$ cat src/rtl/exec_issue_arbiter.sv
// Issue arbiter: N_REQ ports share one execution unit through a single output slot.
// ISSUE_ARB_ROUND_ROBIN_EN selects round-robin grant, otherwise lowest index wins.
`ifndef LEN_CONTEXT
`define LEN_CONTEXT 8
`endif

module exec_issue_arbiter #(
    parameter int N_REQ   = 4,
    parameter int LEN_CTX = `LEN_CONTEXT,
    parameter int LEN_PAY = 64
) (
    input  logic                     clk,
    input  logic                     rstn,
    input  logic [N_REQ-1:0]         req_valid,
    input  logic [N_REQ*LEN_CTX-1:0] req_context,
    input  logic [N_REQ*LEN_PAY-1:0] req_payload,
    output logic [N_REQ-1:0]         req_accepted,
    input  logic                     branch_hazard,
    input  logic [LEN_CTX-1:0]       hazard_context_info,
    output logic                     unit_valid,
    output logic [LEN_PAY-1:0]       unit_payload,
    output logic [LEN_CTX-1:0]       unit_context,
    input  logic                     unit_ready,
    output logic [15:0]              issue_count
);
    localparam int PW = (N_REQ > 1) ? $clog2(N_REQ) : 1;

    logic               slot_valid_q, slot_valid_d;
    logic [LEN_PAY-1:0] slot_pay_q, slot_pay_d;
    logic [LEN_CTX-1:0] slot_ctx_q, slot_ctx_d;
    logic [15:0]        issue_count_q, issue_count_d;

    logic [N_REQ-1:0] kill_req;
    logic [N_REQ-1:0] elig;
    logic             kill_slot;
    logic             xfer;
    logic             can_load;
    logic             found;
    logic             grant;
    logic [PW-1:0]    grant_idx;

    always_comb begin
        kill_req = '0;
        elig     = '0;
        for (int i = 0; i < N_REQ; i++) begin
            kill_req[i] = branch_hazard
                & |(hazard_context_info
                    & req_context[i*LEN_CTX +: LEN_CTX]);
            elig[i] = req_valid[i] & ~kill_req[i];
        end
    end

    assign kill_slot = slot_valid_q & branch_hazard
                     & |(hazard_context_info & slot_ctx_q);
    assign unit_valid = slot_valid_q & ~kill_slot;
    assign xfer       = unit_valid & unit_ready;
    assign can_load   = ~slot_valid_q | xfer | kill_slot;

`ifdef ISSUE_ARB_ROUND_ROBIN_EN
    logic [PW-1:0] rr_q, rr_d;

    // Search starts at the pointer and wraps; first eligible port wins.
    always_comb begin
        found     = 1'b0;
        grant_idx = '0;
        for (int k = 0; k < N_REQ; k++) begin
            if (!found && elig[(int'(rr_q) + k) % N_REQ]) begin
                found     = 1'b1;
                grant_idx = PW'((int'(rr_q) + k) % N_REQ);
            end
        end
    end

    always_comb begin
        rr_d = rr_q;
        if (grant) begin
            rr_d = PW'((int'(grant_idx) + 1) % N_REQ);
        end
    end

    always_ff @(posedge clk or negedge rstn) begin
        if (!rstn) begin
            rr_q <= '0;
        end else begin
            rr_q <= rr_d;
        end
    end
`else
    // Walk downward so the lowest eligible index is the last one written.
    always_comb begin
        found     = 1'b0;
        grant_idx = '0;
        for (int k = N_REQ - 1; k >= 0; k--) begin
            if (elig[k]) begin
                found     = 1'b1;
                grant_idx = PW'(k);
            end
        end
    end
`endif

    // Gate on rstn so nothing is acknowledged while the slot is being cleared.
    assign grant = found & can_load & rstn;

    always_comb begin
        req_accepted = '0;
        if (grant) begin
            req_accepted[grant_idx] = 1'b1;
        end
    end

    always_comb begin
        slot_valid_d  = slot_valid_q;
        slot_pay_d    = slot_pay_q;
        slot_ctx_d    = slot_ctx_q;
        issue_count_d = issue_count_q + 16'(xfer);
        if (grant) begin
            slot_valid_d = 1'b1;
            slot_pay_d   = req_payload[grant_idx*LEN_PAY +: LEN_PAY];
            slot_ctx_d   = req_context[grant_idx*LEN_CTX +: LEN_CTX];
        end else if (xfer || kill_slot) begin
            slot_valid_d = 1'b0;
        end
    end

    always_ff @(posedge clk or negedge rstn) begin
        if (!rstn) begin
            slot_valid_q  <= 1'b0;
            slot_pay_q    <= '0;
            slot_ctx_q    <= '0;
            issue_count_q <= '0;
        end else begin
            slot_valid_q  <= slot_valid_d;
            slot_pay_q    <= slot_pay_d;
            slot_ctx_q    <= slot_ctx_d;
            issue_count_q <= issue_count_d;
        end
    end

    assign unit_payload = slot_pay_q;
    assign unit_context = slot_ctx_q;
    assign issue_count  = issue_count_q;

endmodule

$ cat config.mk
export PLATFORM = sky130hd
export DESIGN_NAME = exec_issue_arbiter
export DESIGN_NICKNAME = d
export VERILOG_FILES = /design/src/rtl/exec_issue_arbiter.sv
export SDC_FILE = /design/constraint.sdc
export NUM_CORES = 1
export LEC_CHECK = 0
export CORE_AREA = 2 2 154 156
export CTS_CLUSTER_SIZE = 16
export DETAILED_ROUTE_END_ITERATION = 7
export DIE_AREA = 0 0 156 158
export PLACE_DENSITY_LB_ADDON = 0.12
export SYNTH_ARGS = -nofsm -noshare
export SYNTH_HDL_FRONTEND = slang
export SYNTH_SLANG_ARGS = --single-unit
$ cat constraint.sdc
create_clock -name clk -period 2.79 [get_ports clk]
set_clock_uncertainty 0.2 [all_clocks]
set_input_delay 0.558 -clock clk [delete_from_list [all_inputs] [get_ports clk]]
set_output_delay 0.558 -clock clk [all_outputs]
set_load 0.03 [all_outputs]
==> results of run 1 <==
-- layout by cell type (no fill, tap or decap), types with 6 or more instances in the layout --
master / netlist / layout
a221o_1: 19 / 19
a22o_1: 24 / 22
a22oi_1: 37 / 30
a22oi_2: 0 / 7
a2bb2oi_1: 52 / 52
a311oi_1: 52 / 52
and3_1: 56 / 56
buf_12: 0 / 15
buf_4: 0 / 80
buf_6: 0 / 6
clkbuf_16: 0 / 9
clkbuf_2: 0 / 8
clkdlybuf4s50_1: 0 / 347
dfrtp_1: 89 / 89
diode_2: 0 / 9
dlygate4sd2_1: 0 / 20
nand2_1: 16 / 12
nand3_1: 55 / 55
nor2_1: 77 / 76
o21a_1: 52 / 52
o221ai_1: 52 / 52
xnor2_1: 9 / 9
-- routing by layer --
layer	wire length, um	vias up
li1	-	3746
met1	12600	3875
met2	15900	384
met3	2470	44
met4	726	0
met5	0	-
-- report_power, final --
group          leakage [uW]  internal (uW)  switching [uW]  total, uW
Sequential          0.00105           1600             212       1810
Clock              0.000162            809             600       1410
Combinational       0.00358           1480            1580       3070
Total               0.00479           3890            2390       6290
-- worst max-delay path by stage --
stage	from	endpoint	slack (ns)	cells past startpoint
after floorplan	req_context[19]	req_accepted[3]	0.02	6
after global placement	hazard_context_info[2]	issue_count[14]	-0.42	12
after detailed placement	hazard_context_info[2]	issue_count[12]	-0.46	12
after CTS	req_context[27]	req_accepted[3]	0.002	7
after global routing	req_context[15]	req_accepted[1]	-0.002	8
final	req_context[15]	req_accepted[1]	0.05	8
-- per-stage QoR --
stage          instances  hold WS (ns)
4_1_cts             1428        0.0794
6_report            1437        0.0685
5_1_grt             1437        0.0788
2_1_floorplan        720        0.0624
3_3_place_gp        1403         0.178
3_5_place_dp        1403         0.179
-- cell type report --
type,instances,area share
Timing Repair Buffer,488,0.408
Multi-Input combinational cell,541,0.339
Sequential cell,89,0.191
Tap cell,290,0.0311
Clock buffer,9,0.0193
Clock inverter,7,0.00942
Antenna cell,9,0.00193
Inverter,4,0.00129
-- worst reg2reg max path: stages (launching register included) --
cell     delay, ns
dfrtp_1       0.42
a22oi_1       0.21
nand2_1       0.10
o21ai_1       0.15
buf_4         0.14
and3_1        0.16
ha_1          0.18
ha_1          0.17
nand3_1       0.10
or2_2         0.32
nor2_1        0.12
xor2_1        0.16
-- what timing repair did --
| action | in CTS | in global routing |
|---|---|---|
| endpoints found under the setup margin | 78 | 5 |
| endpoints found under the hold margin | 2 | 0 |
| hold buffers | 1 | 0 |
| resized for setup | 70 | 39 |
| setup buffers | 8 | 1 |
| gates cloned | 0 | 0 |
| pin swaps | 16 | 11 |
-- cell families (layout without fill, tap and decap cells) --
group,count (synthesis),after routing,synth area share
xor gates and xnor gates,14,14,0.0191
AOI/OAI and AO/OA,308,308,0.407
buffers and inverters,90,508,0.0578
adders and majority gates,2,2,0.00390
and+or+nand+nor,217,217,0.165
other,0,9,0
DFF,89,89,0.348
-- state kept, by name (all words and copies together), names as in the netlist --
register      cells
unit_payload     64
issue_count      16
slot_valid_q      1
unit_context      8
==> flow_summary.yaml, run 1 <==
global_routing:
  grt_max_degree: 65
  first_global_vias: 8179
  top_usage_layer: "met2"
  met2_usage: 0.442
  grtUsageMet3: 0.0594
  grt_overflow: 0
  grt_pass1_wl_um: 47200
  use_met1: 0.297
  grt_use_total: 0.249
  antenna_found_initial: 9
setup_path:
  cp-end-kind: "primary output"
  start_kind: "input pin"
  crit_path_top_delay_cell: "a41o_2"
  timing.rr.end: "issue_count[12]"
  arrival_ns: 1.98
  critPathMaxStageDelay_ns: 0.27
  worstPathCellList: "dlygate4sd2_1 -> a22oi_1 -> a41o_2 -> buf_4 -> nand2_4 -> buf_4 -> nor2_2 -> buf_12"
  rrSetupSlack_ns: 0.29
  path_delay_family: "buffers and inverters"
  path_max_fanout: 6
  required_ns: 2.03
  r2r_start: "unit_context[4]"
  cp.buffers_inverters: 4
  r2r_cells: 11
  cpMostUsedCell: "buf_4"
  criticalPathCategory: "input pin to primary output"
layout:
  drive_gt1_frac: 0.138
  finish.instance_area_um2: 11700
  regArea_um2: 2230
  final_core_util: 0.507
  multi_input_area_um2: 3960
  areaGrowthSynthToFinish_pct: 82.3
  fillCellCount: 2227
  nNetsFinal: 1439
drt:
  wire_per_inst_um: 22.1
  first_iter_violations: 525
  vias: 8049
  ant_nets: 0
  drt_drc_violations_left: 0
  firstDrtPassIters: 6
  routed_wl_um: 31700
  routed_via_density: 5.60
die:
  io_pins: 397
  core-area_um2: 23100
  row_count: 56
  dieArea_um2: 24600
  chipHeight_um: 158
  initial_core_util: 0.278
  die_x_um: 156
pwr:
  peakVddDrop_v: 0.000294
  total_power_uw: 6290
  power.leakage_uw: 0.00479
  powerDensity_nw_per_um2: 538
timing:
  setup_viol: 0
  slew_headroom: 0.422
  final.setup.worst_slack_ns: 0.0545
  worstMarginPinSlew_ns: 0.867
  hold_viol: 0
  finalCriticalPeriod_ns: 2.74
  min_period_over_period: 0.980
  fmax_ghz: 0.366
  slew_viol_final: 0
  setup_tns_ns: 0
job:
  maxCapViolCount: 0
synthesis:
  yosysTopAreaCell: "dfrtp_1"
  synth_area_leaders: "dfrtp_1 (35%), a2bb2oi_1 (7.1%), a311oi_1 (7.1%), o221ai_1 (7.1%), o21a_1 (6.1%)"
  ys_ff_latch: 89
  ys_warn_count: 0
  synth_common_cells: "dfrtp_1 (89), nor2_1 (77), and3_1 (56)"
  ys_types: 39
  synthArstFlopShare: 1.00
  yosysMostFrequentCell: "dfrtp_1"
  mappedNetlistArea_um2: 6410
  syn_area_per_cell_um2: 8.90
  ys_seq_area_frac: 0.348
  syn_nets: 1026
  synth_top_area_frac: 0.348
  ys.flop_type: "dfrtp_1"
  syn_inst: 720
  synth_edf_count: 0
placement:
  gp_congestion: 0.904
  portBuffers: 396
  place_ws_ns: -0.460
  place.detailed.hpwl_um: 23400
  place_area_um2: 11200
clock_tree:
  clkTransAtPathRegs_ns: 0.08
  clockBufferDepth: 2
  cts.sinks: 89
  insertion_delay_ns: 0.35
  cts_root_buffer: "clkbuf_16"
  cts_tree: "yes"
  cts_buffers: 9
  htree_levels: 3
worst_hold_path:
  min_path_type: "input pin to async pin"
run_status:
  status: "complete, no violations"
No activity file was read; power rests on OpenSTA's default activity.
==> inputs of run 2 (changes only) <==
SETUP_SLACK_MARGIN = 0.2   (was unset)
==> run 2 against run 1 <==
Count of clock-buffer cells in the layout is the same. First-iteration DRC count fell by 14%. Final cell count rose by 2.2%. Die area stayed put. Wire length decreased by 2.0%. Largest cell class unchanged. Non-clock buffer count is 38 higher. Highest routed layer unchanged. Final area grew 2.5%. Worst setup slack better by 0.14 ns. Sequential cell count stayed put. Global-route usage down 0.51 points. Sequential power hardly changed.
==> flow_summary.yaml, run 2 (synthesis results as in run 1) <==
placement:
  place.detailed.hpwl_um: 24100
  portBuffers: 396
  gp_congestion: 0.884
  place_ws_ns: -0.542
global_routing:
  first_global_vias: 8225
  grt_pass1_wl_um: 46400
  grt_max_degree: 53
  grt_overflow: 0
  antenna_found_initial: 1
  grt_use_total: 0.244
die:
  dieArea_um2: 24600
  core-area_um2: 23100
  chipHeight_um: 158
  row_count: 56
  initial_core_util: 0.278
  io_pins: 397
  die_x_um: 156
setup_path:
  criticalPathCategory: "input pin to primary output"
  required_ns: 2.03
  critPathMaxStageDelay_ns: 0.33
  worstPathCellList: "clkdlybuf4s15_2 -> a22o_4 -> o41ai_2 -> buf_4 -> a22o_4 -> nor3_4 -> buf_12"
  arrival_ns: 1.83
  start_kind: "input pin"
  path_max_fanout: 3
  crit_path_top_delay_cell: "o41ai_2"
  cpMostUsedCell: "a22o_4"
  cp-end-kind: "primary output"
timing:
  whs_ns: 0.143
  setup_viol: 0
  finalCriticalPeriod_ns: 2.59
  fmax_ghz: 0.386
  final.setup.worst_slack_ns: 0.199
  hold_viol: 0
  slew_headroom: 0.424
  slew_viol_final: 0
  grt_setup_unrepaired: "true"
  worstMarginPinSlew_ns: 0.863
  min_period_over_period: 0.929
  setup_tns_ns: 0
job:
  maxCapViolCount: 0
layout:
  largest_reg_flops: 64
  drive_gt1_frac: 0.181
  final_core_util: 0.520
  nNetsFinal: 1477
  fillCellCount: 2193
  mostFrequentLayoutCells: "clkdlybuf4s50_1 (347), buf_4 (112), dfrtp_1 (88), nor2_1 (75), and3_1 (56)"
  areaGrowthSynthToFinish_pct: 86.9
  final_common_cell: "clkdlybuf4s50_1"
clock_tree:
  cts_buffers: 9
  clockBufferDepth: 2
  insertion_delay_ns: 0.35
  cts.sinks: 89
  cts_root_buffer: "clkbuf_16"
  clkTransAtPathRegs_ns: 0.08
  cts_tree: "yes"
  htree_levels: 3
pwr:
  peakVddDrop_v: 0.000302
  power.leakage_uw: 0.00495
  powerDensity_nw_per_um2: 520
  total_power_uw: 6230
drt:
  routed_wl_um: 31100
  ant_nets: 0
  routed_via_density: 5.59
  firstDrtPassIters: 5
  first_iter_violations: 450
  vias: 8200
  wire_per_inst_um: 21.2
  drt_drc_violations_left: 0
worst_hold_path:
  min_path_type: "input pin to async pin"
run_status:
  status: "complete, no violations"
run 2: cell count changes in the layout (fill, tap and decap cells not counted), sizes merged, moves of 2 or more:
cell,previous run,this run
dlymetal6s2s,5,0
buf,106,155
bufinv,2,0
diode,9,2
clkinv,0,4
dlygate4sd2,20,14
run 2: path summary, 6_finish.rpt:
kind / from / to / slack, ns / cells after the start
hold reg to reg: issue_count[15] / issue_count[15] / 0.28 / 1
setup reg to reg: unit_context[0] / issue_count[12] / 0.31 / 11
max in group asynchronous: rstn / unit_payload[18] / 1.68 / 2
min in group clk: issue_count[15] / issue_count[15] / 0.28 / 1
setup / recovery: req_context[20] / req_accepted[3] / 0.20 / 7
hold / removal: rstn / issue_count[10] / 0.14 / 2
run 2: repair_timing:
item / CTS / global route
buffers inserted: 12 / 7
hold buffers: 1 / 0
gates resized for setup: 126 / 39
gates cloned: 0 / 0
pin swaps: 19 / 17
setup endpoints to repair: 88 / 48
endpoints found under the hold margin: 6 / 0
run 2: worst max-delay path, delay by kind of cell:
kind | cells | cell delay, ns
buf+inv | 3 | 0.51
compound gates | 3 | 0.71
simple gates | 1 | 0.05
run 2: area by class of cell:
class,count,area [um^2],share of cell area
Timing Repair Buffer,526,5100,0.426
Multi-Input combinational cell,541,3970,0.331
Sequential cell,89,2230,0.186
Tap cell,290,363,0.0303
Clock buffer,9,225,0.0188
Clock inverter,7,73.8,0.00616
Inverter,4,15.0,0.00125
Antenna cell,2,5.00,0.000418
run 2: layer usage:
metal	vias to the layer above	global-route usage	routed length, um
met3	58	0.0537	2210
met5	-	0	0
met1	3978	0.282	12200
li1	3814	-	-
met4	0	0.0926	1020
met2	350	0.441	15700
run 2: through the flow:
| step | cells | instance area [um^2] |
|---|---|---|
| after floorplan | 720 | 6460 |
| after global placement | 1430 | 11500 |
| after detailed placement | 1430 | 11500 |
| after CTS | 1459 | 11900 |
| after global routing | 1468 | 12000 |
| final | 1468 | 12000 |
run 2: report_power, final:
part	internal [uW]	switching, uW	leakage (uW)
Clock	634	611	0.000147
Sequential	1600	210	0.00105
Combinational	1570	1600	0.00375
Total	3810	2420	0.00495
==> inputs of run 3 (changes only) <==
CELL_PAD_IN_SITES_DETAIL_PLACEMENT = 1   (was unset)
CELL_PAD_IN_SITES_GLOBAL_PLACEMENT = 1   (was unset)
CORE_AREA = unset   (was 2 2 154 156)
CORE_MARGIN = 2   (was unset)
CORE_UTILIZATION = 26   (was unset)
DIE_AREA = unset   (was 0 0 156 158)
PLACE_DENSITY = 0.8   (was unset)
PLACE_DENSITY_LB_ADDON = unset   (was 0.12)
==> run 3 against run 2 <==
Non-clock buffer count decreased by 33. Total power grew 1.2%. Final cell count rose by 0.20%. Die area grew 5.1%. Sequential share of layout area grew 0.058 points. Critical path depth unchanged. Hold slack got worse by 0.073 ns. Clock power about the same. Critical path type unchanged. Largest cell class unchanged. Largest power group unchanged.
==> flow_summary.yaml, run 3 (synthesis results as in run 1) <==
layout:
  regArea_um2: 2230
  final_common_cell: "clkdlybuf4s50_1"
  fillCellCount: 2756
  drive_gt1_frac: 0.166
  final_cells: 1471
  nNetsFinal: 1444
  largest_reg_flops: 64
  areaGrowthSynthToFinish_pct: 86.3
  mostFrequentLayoutCells: "clkdlybuf4s50_1 (347), dfrtp_1 (89), buf_4 (77), nor2_1 (75)"
  multi_input_area_um2: 4120
setup_path:
  required_ns: 2.03
  cp-startpoint: "req_context[19]"
  rrSetupSlack_ns: 0.27
  timing.rr.end: "issue_count[14]"
  start_kind: "input pin"
  arrival_ns: 1.93
  criticalPathCategory: "input pin to primary output"
  cp-end-kind: "primary output"
  r2r_start: "unit_context[1]"
  path_max_fanout: 2
  crit_path_end: "req_accepted[3]"
  r2r_cells: 12
global_routing:
  grt_overflow: 0
  grt_use_total: 0.257
  grt_max_degree: 69
  first_global_vias: 8966
  grt_pass1_wl_um: 52300
  antenna_found_initial: 4
clock_tree:
  cts_tree: "yes"
  cts_root_buffer: "clkbuf_16"
  cts.sinks: 89
  clkTransAtPathRegs_ns: 0.08
  cts_buffers: 9
  ctsHoldBuffers: 0
  insertion_delay_ns: 0.35
  clockBufferDepth: 2
  htree_levels: 3
timing:
  hold_viol: 0
  finalCriticalPeriod_ns: 2.69
  grt_setup_unrepaired: "true"
  setup_tns_ns: 0
  slew_headroom: 0.369
  worstMarginPinSlew_ns: 0.946
  setup_viol: 0
  min_period_over_period: 0.964
  fmax_ghz: 0.372
  slew_viol_final: 0
  whs_ns: 0.0704
  final.setup.worst_slack_ns: 0.102
pwr:
  powerDensity_nw_per_um2: 529
  peakVddDrop_v: 0.000309
  share_comb_of_total_power: 0.511
  swShare: 0.400
  pwr-share-seq: 0.290
  power.leakage_uw: 0.00481
  p_int_uw: 3790
  pwr-share-clk: 0.199
  p_switching_uw: 2520
drt:
  drt_drc_violations_left: 0
  ant_nets: 0
  routed_via_density: 5.73
  wire_per_inst_um: 23.9
  firstDrtPassIters: 5
  routed_wl_um: 35200
  first_iter_violations: 478
  vias: 8428
die:
  initial_core_util: 0.264
  chipHeight_um: 161
  die_x_um: 161
  io_pins: 397
  dieArea_um2: 25900
  row_count: 57
  core-area_um2: 24200
placement:
  gp_congestion: 0.869
  dp.cells: 1430
  place_ws_ns: -0.487
  portBuffers: 396
  place.detailed.hpwl_um: 25300
job:
  maxCapViolCount: 0
run_status:
  status: "complete, no violations"
worst_hold_path:
  min_path_type: "input pin to async pin"
run 3: how the worst min path moves through the flow:
stage	end	slack (ns)	cells after the start
after floorplan	issue_count[0]	0.06	0
after global placement	issue_count[15]	0.27	1
after detailed placement	unit_payload[1]	0.28	1
after CTS	unit_context[5]	0.05	2
after global routing	unit_context[3]	0.08	2
final	unit_context[3]	0.07	2
run 3: worst max-delay path, stage by stage:
cell	delay, ns
clkbuf_2	0.11
a22o_4	0.28
o41ai_4	0.45
buf_4	0.19
a22o_4	0.15
nor3_4	0.05
buf_12	0.14
run 3: through the flow:
step                total power (uW)  utilization  instance area, um^2
floorplan                       3280            -                 6460
global placement                4870        0.466                11300
detailed placement              4940        0.466                11300
CTS                             6270        0.487                11800
global route                    6580        0.492                11900
finish                          6310        0.492                11900
run 3: cell type report:
| type | count | share of cell area |
|---|---|---|
| Timing Repair Buffer | 493 | 0.407 |
| Multi-Input combinational cell | 541 | 0.345 |
| Sequential cell | 89 | 0.187 |
| Tap cell | 324 | 0.0340 |
| Clock buffer | 9 | 0.0189 |
| Clock inverter | 7 | 0.00619 |
| Inverter | 4 | 0.00126 |
| Antenna cell | 4 | 0.000839 |
run 3: what timing repair did:
action                     CTS  global route
pin swaps                   25            22
setup endpoints to repair   86            58
buffers inserted            16             5
resized for setup           95            51
run 3: power by group through the flow:
stage,Sequential [uW],Combinational [uW],Clock [uW]
6_report,1830,3230,1250
4_1_cts,1820,3160,1290
3_5_place_dp,1850,3090,0
5_1_grt,1870,3380,1330
2_1_floorplan,2430,853,0
3_3_place_gp,1830,3040,0
run 3: per-layer routing:
metal / GRT usage / part of all wire / up-vias
li1: - / - / 3746
met1: 0.294 / 0.38 / 4233
met2: 0.468 / 0.52 / 379
met3: 0.0621 / 0.070 / 70
met4: 0.0885 / 0.032 / 0
met5: 0 / 0 / -
